<file path="src/rtl/serial_mag_comparator.sv">
// Bit-serial magnitude comparator: scans captured operands MSB first and
// stops at the first differing bit pair, reporting A==B / A<B / A>B.
module serial_mag_comparator #(
    parameter int WIDTH = 8,
    localparam int IW = (WIDTH > 1) ? $clog2(WIDTH) : 1
) (
    input  logic             clk,
    input  logic             rst_n,
    input  logic             start,
    input  logic             abort,
    input  logic [WIDTH-1:0] a_in,
    input  logic [WIDTH-1:0] b_in,
    output logic             busy,
    output logic             done,
    output logic             y0,
    output logic             y1,
    output logic             y2,
    output logic [IW-1:0]    bit_idx
);

    // state | meaning
    // IDLE  | waiting for start; bit_idx parked at 0
    // SCAN  | comparing one bit pair per cycle, MSB first
    typedef enum logic {IDLE = 1'b0, SCAN = 1'b1} state_t;

    state_t             state, state_nx;
    logic [WIDTH-1:0]   a_reg, a_nx;
    logic [WIDTH-1:0]   b_reg, b_nx;
    logic [IW-1:0]      idx, idx_nx;
    logic               done_nx;
    logic [2:0]         y_reg, y_nx;
    logic [31:0]        a_sh, b_sh;
    logic               a_bit, b_bit;
    logic               bit_eq, bit_lt, bit_gt;

    // Shift rather than index so WIDTH=1 needs no special-cased select.
    assign a_sh   = 32'(a_reg) >> idx;
    assign b_sh   = 32'(b_reg) >> idx;
    assign a_bit  = a_sh[0];
    assign b_bit  = b_sh[0];
    assign bit_eq = ~(a_bit ^ b_bit);
    assign bit_lt = ~a_bit & b_bit;
    assign bit_gt = a_bit & ~b_bit;

    always_comb begin
        state_nx = state;
        a_nx     = a_reg;
        b_nx     = b_reg;
        idx_nx   = idx;
        done_nx  = 1'b0;
        y_nx     = y_reg;
        case (state)
            IDLE: begin
                if (start) begin
                    a_nx     = a_in;
                    b_nx     = b_in;
                    idx_nx   = IW'(WIDTH - 1);
                    state_nx = SCAN;
                end
            end
            SCAN: begin
                if (abort) begin
                    idx_nx   = '0;
                    state_nx = IDLE;
                end else if (!bit_eq) begin
                    y_nx     = {bit_gt, bit_lt, 1'b0};
                    done_nx  = 1'b1;
                    idx_nx   = '0;
                    state_nx = IDLE;
                end else if (idx == '0) begin
                    y_nx     = 3'b001;
                    done_nx  = 1'b1;
                    state_nx = IDLE;
                end else begin
                    idx_nx   = idx - IW'(1);
                end
            end
            default: begin
                idx_nx   = '0;
                state_nx = IDLE;
            end
        endcase
    end

    always_ff @(posedge clk) begin
        if (!rst_n) begin
            state <= IDLE;
            a_reg <= '0;
            b_reg <= '0;
            idx   <= '0;
            done  <= 1'b0;
            y_reg <= 3'b000;
        end else begin
            state <= state_nx;
            a_reg <= a_nx;
            b_reg <= b_nx;
            idx   <= idx_nx;
            done  <= done_nx;
            y_reg <= y_nx;
        end
    end

    assign busy    = (state == SCAN);
    assign bit_idx = idx;
    assign y0      = y_reg[0];
    assign y1      = y_reg[1];
    assign y2      = y_reg[2];

endmodule

</file>
<file path="config.mk">
export PLATFORM = sky130hd
export DESIGN_NAME = serial_mag_comparator
export DESIGN_NICKNAME = d
export VERILOG_FILES = /design/src/rtl/serial_mag_comparator.sv
export SDC_FILE = /design/constraint.sdc
export NUM_CORES = 1
export LEC_CHECK = 0
export CAP_MARGIN = 20
export CORE_ASPECT_RATIO = 1.25
export CORE_UTILIZATION = 40
export DETAILED_ROUTE_END_ITERATION = 8
export PLACE_DENSITY_LB_ADDON = 0.05
export SETUP_SLACK_MARGIN = 0.1
export SLEW_MARGIN = 20
export SYNTH_ARGS = -nofsm -noshare
export SYNTH_HDL_FRONTEND = slang
export SYNTH_SLANG_ARGS = --single-unit
</file>
<file path="constraint.sdc">
create_clock -name clk -period 3.62 [get_ports clk]
set_input_delay 0.543 -clock clk [delete_from_list [all_inputs] [get_ports clk]]
set_output_delay 0.543 -clock clk [all_outputs]
set_load 0.02 [all_outputs]
</file>
== After elaboration in Yosys (flattened, before gate mapping) ==
Cells that the tools add are included.

* Output and inout port bits: 8
* Logic and storage cells: 39
* Bits in registers: 24
* Input bits: 20

* Shifts and indexed selects: 2
* Add/subtract/negate cells: 1
* Equality and inequality tests: 2
* Multiplexer cells: 14
* Reductions and logical operators: 6
* Bitwise gates (word level): 8

{| class="wikitable"
|+ Operators by type and width
! kind !! count
|-
| 3-bit two-way mux || 6
|-
| 8-bit by 3-bit right shift with 1-bit output || 2
|-
| 1-bit two-way mux || 6
|-
| 3-bit one-hot mux with 2 select lines || 1
|-
| 1-bit NOT || 5
|-
| 4-bit != test, second input constant || 1
|-
| 2-bit AND reduction || 2
|-
| 3-bit logical NOT || 1
|-
| 3-bit AND reduction || 1
|-
| 3-bit OR reduction || 1
|-
| 3-bit by 1-bit subtractor with 3-bit output, second input constant || 1
|-
| 1-bit bitwise AND || 2
|-
| 2-bit != test, second input constant || 1
|-
| 1-bit one-hot mux with 2 select lines || 1
|-
| 2-bit nonzero test || 1
|-
| 1-bit XOR || 1
|}

== Longest topological paths before layout ==
Gate-level depths: netlist of run 1.

* Depth in word-level cells: 5
* Depth in mapped cells: 8
* Mapped depth without buffers: 7

== Worst setup path after synthesis of run 1 ==
OpenSTA, ideal clock, no wires.

* Kind: reg-to-reg
* From: reg idx[0], in the netlist bit_idx[0]
* To: reg idx[1], in the netlist bit_idx[1]
* Required time: 3.520 ns
* Setup time: 0.100 ns
* Path buffers: 1
* Period minus slack after synthesis: 2.253 ns
* Setup slack: 1.367 ns
* Cell stages (with the launch flop): 9
* Data arrival time: 2.154 ns
* Path through: dfxtp_1 > buf_6 > mux4_2 > mux2i_1 > inv_1 > ha_1 > nor2b_1 > nor2_1 > a2111oi_4

* Cells in the longest elaborated chain, start to end: 5
* Elaborated cells on any way between the ends: 11
* Those cells by class: 1 x add/sub; 1 x eq/ne; 2 x shift; 4 x mux; 1 x bitwise; 2 x reduce/logical

{| class="wikitable"
|+ Ends and longest elaborated chain
! what !! line !! RTL
|-
| start, declared || 29 || <nowiki>logic [IW-1:0] idx, idx_nx;</nowiki>
|-
| start signal, assigned || 97 || <nowiki>idx <= idx_nx;</nowiki>
|-
| 3-bit by 1-bit subtractor with 3-bit output (tied with other cells) || 75 || <nowiki>idx_nx = idx - IW'(1);</nowiki>
|-
| 3-bit two-way mux or 1-bit XOR (tied branches) || 70, 41 ||
|-
| 3-bit two-way mux || 65 || <nowiki>end else if (!bit_eq) begin</nowiki>
|-
| 3-bit two-way mux || 62 || <nowiki>if (abort) begin</nowiki>
|-
| 3-bit one-hot mux with 2 select lines || 52 || <nowiki>case (state)</nowiki>
|}

Several ways; a longest one is shown, not always the timed one. The select of a mux whose other input is x is not followed.
A chain may end at the register's enable or synchronous reset.

== Worst setup path in the final report of run 1 ==
Ends and elaborated chain as after synthesis.

==> results of run 1 <==
[synthesized netlist by cell type (2+ instances only)]
library cell / instances / area [µm²]
sky130_fd_sc_hd__and4bb_2: 2 / 25.0
sky130_fd_sc_hd__buf_2: 2 / 10.0
sky130_fd_sc_hd__nor2b_1: 2 / 12.5
sky130_fd_sc_hd__nand2_1: 36 / 135
sky130_fd_sc_hd__mux4_2: 4 / 90.1
sky130_fd_sc_hd__nor2_1: 2 / 7.51
sky130_fd_sc_hd__inv_1: 6 / 22.5
sky130_fd_sc_hd__a21oi_1: 19 / 95.1
sky130_fd_sc_hd__ha_1: 4 / 50.1
sky130_fd_sc_hd__nand2b_1: 3 / 18.8
sky130_fd_sc_hd__buf_4: 2 / 15.0
sky130_fd_sc_hd__dfxtp_1: 24 / 480
sky130_fd_sc_hd__clkbuf_1: 2 / 7.51
sky130_fd_sc_hd__mux2i_1: 4 / 40.0
[final timing paths]
| kind | start | slack (ps) | endpoint |
|---|---|---|---|
| worst max-delay path | bit_idx[0] | 1190 | bit_idx[1] |
| worst min-delay path | b_reg[3] | 460 | b_reg[3] |
| worst max register to register | bit_idx[0] | 1190 | bit_idx[1] |
| worst min register to register | b_reg[3] | 460 | b_reg[3] |
[worst max-delay path: stages (launching register included)]
cell	delay, ps
sky130_fd_sc_hd__dfxtp_1	540
sky130_fd_sc_hd__mux4_2	540
sky130_fd_sc_hd__mux2i_1	200
sky130_fd_sc_hd__inv_1	70
sky130_fd_sc_hd__ha_1	370
sky130_fd_sc_hd__nor2b_1	240
sky130_fd_sc_hd__nor2_1	100
sky130_fd_sc_hd__a2111oi_4	280
[cell families (layout without fill, tap and decap cells)]
| kind of cell | Yosys count | count (layout) | share of synthesized area, % |
|---|---|---|---|
| AO/OA/AOI/OAI | 24 | 24 | 13.3 |
| AND/OR/NAND/NOR | 51 | 51 | 21.4 |
| adder cells (fa/ha/maj) | 4 | 4 | 4.41 |
| flip-flops | 24 | 24 | 42.3 |
| multiplexers | 9 | 9 | 12.8 |
| buffers and inverters | 13 | 38 | 5.84 |
[placed cells by master (no fill, tap or decap)]
master,n
sky130_fd_sc_hd__o22ai_1,1
sky130_fd_sc_hd__dfxtp_1,24
sky130_fd_sc_hd__and2_1,1
sky130_fd_sc_hd__nor3b_1,1
sky130_fd_sc_hd__mux4_2,4
sky130_fd_sc_hd__clkdlybuf4s50_1,27
sky130_fd_sc_hd__a2111oi_4,1
sky130_fd_sc_hd__clkbuf_4,3
sky130_fd_sc_hd__nor2_1,2
sky130_fd_sc_hd__mux2_4,1
sky130_fd_sc_hd__nand3_1,1
sky130_fd_sc_hd__mux2i_1,4
sky130_fd_sc_hd__inv_1,6
sky130_fd_sc_hd__nand2_1,36
sky130_fd_sc_hd__buf_4,1
sky130_fd_sc_hd__a21oi_1,19
sky130_fd_sc_hd__o221a_2,1
sky130_fd_sc_hd__and4bb_2,2
sky130_fd_sc_hd__o21ai_0,1
sky130_fd_sc_hd__nor3_1,1
sky130_fd_sc_hd__ha_1,4
sky130_fd_sc_hd__nand4_1,1
sky130_fd_sc_hd__nand2b_1,3
sky130_fd_sc_hd__nor2b_1,2
sky130_fd_sc_hd__nand2b_4,1
sky130_fd_sc_hd__a31oi_1,1
sky130_fd_sc_hd__clkbuf_8,1
[metal layers]
metal | vias to the layer above | GRT usage, % | wire length [µm]
met4 | 0 | 7.35 | 19
met3 | 2 | 2.72 | 85
li1 | 477 | - | -
met2 | 21 | 28.6 | 1130
met5 | - | 0 | 0
met1 | 419 | 20.0 | 980
[area by class of cell]
type / instances / area share (%)
multi-input cells: 88 / 40.7
repair buffers: 28 / 19.2
flip-flops and latches: 24 / 33.2
clock buffers: 4 / 2.50
inverters: 6 / 1.55
well taps: 34 / 2.94
[power groups by stage]
stage / Clock (µW) / Sequential (µW) / Combinational, µW
2_1_floorplan: 0 / 305 / 88.4
3_3_place_gp: 0 / 304 / 133
3_5_place_dp: 0 / 305 / 136
4_1_cts: 146 / 299 / 137
5_1_grt: 155 / 302 / 149
6_report: 139 / 299 / 135
[through the flow]
stage               setup slack (ps)  std cells
global route                     961        184
CTS                             1150        184
floorplan                       1370        125
global placement                1300        180
finish                          1190        184
detailed placement              1190        180
==> impl_summary.log, run 1 <==
INFO  metric gr_usage_total = 16.4%
INFO  metric cell_area_reported_after_detailed_placement = 1410 µm²
INFO  metric insertedDiodeCount = 0
INFO  metric cts.reportedPaths.clkPinSlew = 130 ps
INFO  metric finalWirelength = 2210 µm
INFO  metric unrepaired_setup_endpoints_after_global_routing = false
INFO  metric post_synth_instance_area = 1140 µm²
INFO  metric post_cts_resized = 0
INFO  metric crit_path_start_kind = register
INFO  metric ff_latch_area = 480 µm²
INFO  metric core = 2680 µm²
INFO  metric critPathMaxFanout = 7
INFO  metric num_io_pins = 28
INFO  metric cap_viol_max_count = 0
INFO  metric numCtsBuffers = 3
INFO  metric timing_max_transition_violations_final = 0
INFO  metric firstDrtPassIters = 4
INFO  metric ys_ff_latch = 24
INFO  metric dieWidth = 49.7 µm
INFO  metric finClkSkew = 1.99 ps
INFO  metric power_density = 395 nW/µm²
INFO  metric r2r_cells = 7
INFO  metric async_flop_share = 0%
INFO  metric design.die.area = 3060 µm²
INFO  metric finish.instance_area = 1450 µm²
INFO  metric hold_violations = 0
INFO  metric internal_power = 416 µW
INFO  metric dr_total_vias = 919
INFO  metric cts_max_path_buffers = 2
INFO  metric p_total = 572 µW
INFO  metric gr-total-overflow = 0
INFO  metric tritoncts = yes
INFO  metric first_global_vias = 833
INFO  metric num-nets-final = 175
INFO  metric critPathCaptureType = register
INFO  metric layout.filler_cells = 269
INFO  metric synth-warning-count = 0
INFO  metric synth_ff_type = sky130_fd_sc_hd__dfxtp_1
INFO  metric synth.yosys.seq_area_share = 42.3%
INFO  metric max-vdd-ir-drop = 0.000244 V
INFO  metric power.share.switching = 27.3%
INFO  metric post_cts.repair.setup_buffers = 0
INFO  metric min-delay-path-class = reg2reg
INFO  metric number_of_enable_flip_flop_cells_after_synthesis = 0
INFO  metric min_period_over_period = 67.0%
INFO  metric area_occupied_by_multi_input_gates = 589 µm²
INFO  metric cts.hold.buffers_added = 0
INFO  metric pwr-share-clk = 24.2%
INFO  metric worstPathArrival = 2640 ps
INFO  metric synth.net_count = 149
INFO  metric post_synth_num_cell_types = 27
INFO  metric min_clock_period_post_route = 2430 ps
INFO  metric clk_latency = 300 ps
INFO  metric initialDrtViolationCount = 11
INFO  metric postSynthCellCount = 125
INFO  metric first_pass_grt_wire_length = 3770 µm
INFO  metric setup-tns-final = 0 ps
INFO  metric detail_route.drc_violations = 0
INFO  metric row_count = 21
INFO  metric timing.hold.ws = 462 ps
INFO  metric numPortBuffers = 27
INFO  metric pin_count_of_the_biggest_net_entering_global_routing = 21
INFO  metric cts_h_tree_depth = 1
INFO  metric holdPathStages = 2
INFO  metric pwr-share-seq = 52.2%
INFO  metric outcome = finished clean
INFO  metric dpl.hpwl = 1640 µm
INFO  metric initial_utilization = 42.4%
INFO  metric root_buffer = sky130_fd_sc_hd__clkbuf_4
INFO  metric worst_ep_required_time = 3830 ps
INFO  metric clock_sink_count = 24
INFO  metric number_of_nets_with_antenna_violations_after_routing = 0
INFO  metric wire_per_inst = 12.0 µm
INFO  metric finalCoreUtilization = 54.1%
INFO  metric via_to_cell_ratio = 4.99
INFO  metric avgSynthCellArea = 9.09 µm²
INFO  metric maxClockFrequency = 412 MHz
INFO  metric gp_congestion = 0.797
INFO  metric antenna_found_initial = 0
INFO  metric setup.worst_path.class = reg2reg
INFO  metric p_comb_share = 23.6%
INFO  metric power.net_switching = 156 µW
INFO  metric tightestPinTransition = 669 ps
INFO  metric drive_gt1_share = 10.0%
INFO  metric power.static_leakage = 0.000546 µW
INFO  metric slew_headroom = 55.4%
INFO  metric final-setup-viol-count = 0
INFO  metric die_height = 61.6 µm
INFO  metric syn_to_final_growth = 27.5%
Note: power is estimated with default switching activity, not from simulation.
==> run 2, diff against run 1 <==
==> constraint.sdc (replaced) <==
create_clock -name clk -period 1.98 [get_ports clk]
set_input_delay 0.297 -clock clk [delete_from_list [all_inputs] [get_ports clk]]
set_output_delay 0.297 -clock clk [all_outputs]
set_load 0.02 [all_outputs]
==> run 2 against run 1 <==
The run now ends with negative setup slack left. Power increased by 92%. Die area unchanged. Clock power up 75%. Largest cell class unchanged. Largest power group unchanged.
==> impl_summary.log, run 2 (synthesis results as in run 1) <==
INFO  metric outcome = finished with violations (was finished clean)
INFO  metric failed_checks = negative setup slack
INFO  metric power.static_leakage = 0.000583 µW (was 0.000546 µW)
INFO  metric mostFrequentLayoutCell = sky130_fd_sc_hd__nand2_1 (unchanged)
INFO  metric power.share.switching = 26.7% (was 27.3%)
INFO  metric worst_ep_required_time = 2210 ps (was 3830 ps)
INFO  metric rr_startpoint = bit_idx[0] (unchanged)
INFO  metric area_occupied_by_multi_input_gates = 641 µm² (was 589 µm²)
INFO  metric cts_h_tree_depth = 1 (unchanged)
INFO  metric finClkSkew = 6.03 ps (was 1.99 ps)
INFO  metric core = 2680 µm² (unchanged)
INFO  metric clock_sink_count = 24 (unchanged)
INFO  metric cts.hold.buffers_added = 0 (unchanged)
INFO  metric number_of_nets_with_antenna_violations_after_routing = 0 (unchanged)
INFO  metric dr_total_vias = 927 (was 919)
INFO  metric pwr-share-seq = 49.5% (was 52.2%)
INFO  metric die_height = 61.6 µm (unchanged)
INFO  metric cap_viol_max_count = 0 (unchanged)
INFO  metric capturing_element_of_the_worst_setup_path = bit_idx[0] (was bit_idx[1])
INFO  metric root_buffer = sky130_fd_sc_hd__clkbuf_4 (unchanged)
INFO  metric insertedDiodeCount = 0 (unchanged)
INFO  metric cts_max_path_buffers = 2 (unchanged)
INFO  metric final-setup-viol-count = 2 (was 0)
INFO  metric initial_utilization = 42.4% (unchanged)
INFO  metric crit_start = bit_idx[0] (unchanged)
INFO  metric pin_count_of_the_biggest_net_entering_global_routing = 21 (unchanged)
INFO  metric initialDrtViolationCount = 3 (was 11)
INFO  metric first_global_vias = 905 (was 833)
INFO  metric timing.hold.ws = 463 ps (was 462 ps)
INFO  metric syn_to_final_growth = 36.3% (was 27.5%)
INFO  metric firstDrtPassIters = 3 (was 4)
INFO  metric crit_path_start_kind = register (unchanged)
INFO  metric power_density = 711 nW/µm² (was 395 nW/µm²)
INFO  metric internal_power = 808 µW (was 416 µW)
INFO  metric row_count = 21 (unchanged)
INFO  metric layout.filler_cells = 255 (was 269)
INFO  metric max-vdd-ir-drop = 0.000414 V (was 0.000244 V)
INFO  metric timing_max_transition_violations_final = 0 (unchanged)
INFO  metric antenna_found_initial = 0 (unchanged)
INFO  metric setup.worst_path.class = reg2reg (unchanged)
INFO  metric final_setup_margin = -23.2 ps (was 1190 ps)
INFO  metric gp_congestion = 0.841 (was 0.797)
INFO  metric num-nets-final = 179 (was 175)
INFO  metric ff_latch_area = 487 µm² (was 480 µm²)
INFO  metric min_clock_period_post_route = 2000 ps (was 2430 ps)
INFO  metric finalCoreUtilization = 57.8% (was 54.1%)
INFO  metric slew_headroom = 54.9% (was 55.4%)
INFO  metric finalWirelength = 2160 µm (was 2210 µm)
INFO  metric clk_latency = 300 ps (about the same)
INFO  metric wire_per_inst = 11.5 µm (was 12.0 µm)
INFO  metric num_io_pins = 28 (unchanged)
INFO  metric cts.reportedPaths.clkPinSlew = 120 ps (was 130 ps)
INFO  metric first_pass_grt_wire_length = 3770 µm (unchanged)
INFO  metric tritoncts = yes (unchanged)
INFO  metric gr-total-overflow = 0 (unchanged)
INFO  metric drive_gt1_share = 18.2% (was 10.0%)
INFO  metric critical_path.reg2reg.endpoint = bit_idx[0] (was bit_idx[1])
INFO  metric design.die.area = 3060 µm² (unchanged)
INFO  metric min-delay-path-class = reg2reg (unchanged)
INFO  metric p_comb_share = 28.5% (was 23.6%)
INFO  metric via_to_cell_ratio = 4.93 (was 4.99)
INFO  metric dpl.hpwl = 1600 µm (was 1640 µm)
INFO  metric hold_violations = 0 (unchanged)
INFO  metric tightestPinTransition = 676 ps (was 669 ps)
INFO  metric maxClockFrequency = 499 MHz (was 412 MHz)
INFO  metric layout.cells.non_filler = 188 (was 184)
INFO  metric min_period_over_period = 101% (was 67.0%)
INFO  metric numCtsBuffers = 3 (unchanged)
INFO  metric critPathCaptureType = register (unchanged)
INFO  metric worstPathArrival = 2230 ps (was 2640 ps)
INFO  metric hp-start = b_reg[6] (was b_reg[3])
INFO  metric gr_usage_total = 16.3% (was 16.4%)
INFO  metric reg2reg_setup_slack = -20 ps (was 1190 ps)
INFO  metric pwr-share-clk = 22.1% (was 24.2%)
INFO  metric critPathMaxFanout = 5 (was 7)
INFO  metric r2r_cells = 7 (unchanged)
INFO  metric unrepaired_setup_endpoints_after_global_routing = true (was false)
INFO  metric commonest_non_fill_non_tap_cells_in_the_layout = 36 x sky130_fd_sc_hd__nand2_1, 27 x sky130_fd_sc_hd__clkdlybuf4s50_1, 21 x sky130_fd_sc_hd__dfxtp_1 (was 36 x sky130_fd_sc_hd__nand2_1, 27 x sky130_fd_sc_hd__clkdlybuf4s50_1, 24 x sky130_fd_sc_hd__dfxtp_1)
INFO  metric placed_cells = 183 (was 180)
INFO  metric detail_route.drc_violations = 0 (unchanged)
INFO  metric dieWidth = 49.7 µm (unchanged)
INFO  metric power.net_switching = 294 µW (was 156 µW)
INFO  metric numPortBuffers = 27 (unchanged)
==> run 2: cell count changes in the layout (fill, tap and decap cells not counted), sizes merged <==
cell	previous run	this run
buf	1	5
==> run 2: metrics by stage <==
stage          cell area [µm²]  setup TNS [ps]  setup slack, ps  total power (µW)
2_1_floorplan             1170           -70.8            -45.6               737
3_3_place_gp              1470           -19.0            -19.0               831
3_5_place_dp              1470           -59.1            -21.0               834
4_1_cts                   1520            -104            -35.8              1090
5_1_grt                   1550            -747             -129              1170
6_report                  1550           -35.0            -23.2              1100
==> run 2: power by group through the flow <==
stage / combinational [µW] / sequential (µW) / clock [µW]
6_report: 313 / 545 / 243
5_1_grt: 342 / 552 / 277
4_1_cts: 286 / 545 / 257
3_5_place_dp: 279 / 555 / 0
3_3_place_gp: 276 / 555 / 0
2_1_floorplan: 179 / 558 / 0
==> run 2: critical path, stage by stage, from the launching register on <==
cell and delay (ps):
sky130_fd_sc_hd__dfxtp_4 410, sky130_fd_sc_hd__mux4_2 490, sky130_fd_sc_hd__mux2i_1 190, sky130_fd_sc_hd__inv_1 100, sky130_fd_sc_hd__ha_4 310, sky130_fd_sc_hd__and4bb_2 220
sky130_fd_sc_hd__o21ai_1 60, sky130_fd_sc_hd__a31oi_1 160
==> run 2: worst min path at each step <==
stage / to / cells after the start / slack, ps
3_3_place_gp: b_reg[6] / 2 / 450
6_report: b_reg[6] / 2 / 460
5_1_grt: b_reg[1] / 2 / 500
3_5_place_dp: b_reg[6] / 2 / 450
4_1_cts: b_reg[6] / 2 / 460
2_1_floorplan: done / 1 / 420
==> run 2: cell type report <==
type                            instances  area share [%]
Multi-Input combinational cell         88            41.4
Timing Repair Buffer                   32            20.7
Tap cell                               34            2.75
Inverter                                6            1.45
Clock buffer                            4            2.34
Sequential cell                        24            31.4
==> run 2: layer usage <==
metal / global-route usage (%) / share of wire [%] / vias up
met5: 0 / 0 / -
met4: 7.35 / 1.3 / 0
met3: 2.96 / 2.5 / 4
met2: 29.7 / 52 / 17
met1: 18.7 / 44 / 424
li1: - / - / 482
==> run 2: repair_timing <==
item,4_1_cts,5_1_grt
pin swaps,3,1
hold endpoints to repair,0,0
gates cloned,0,0
setup buffers,0,1
setup endpoints to repair,7,10
gates resized for setup,1,4
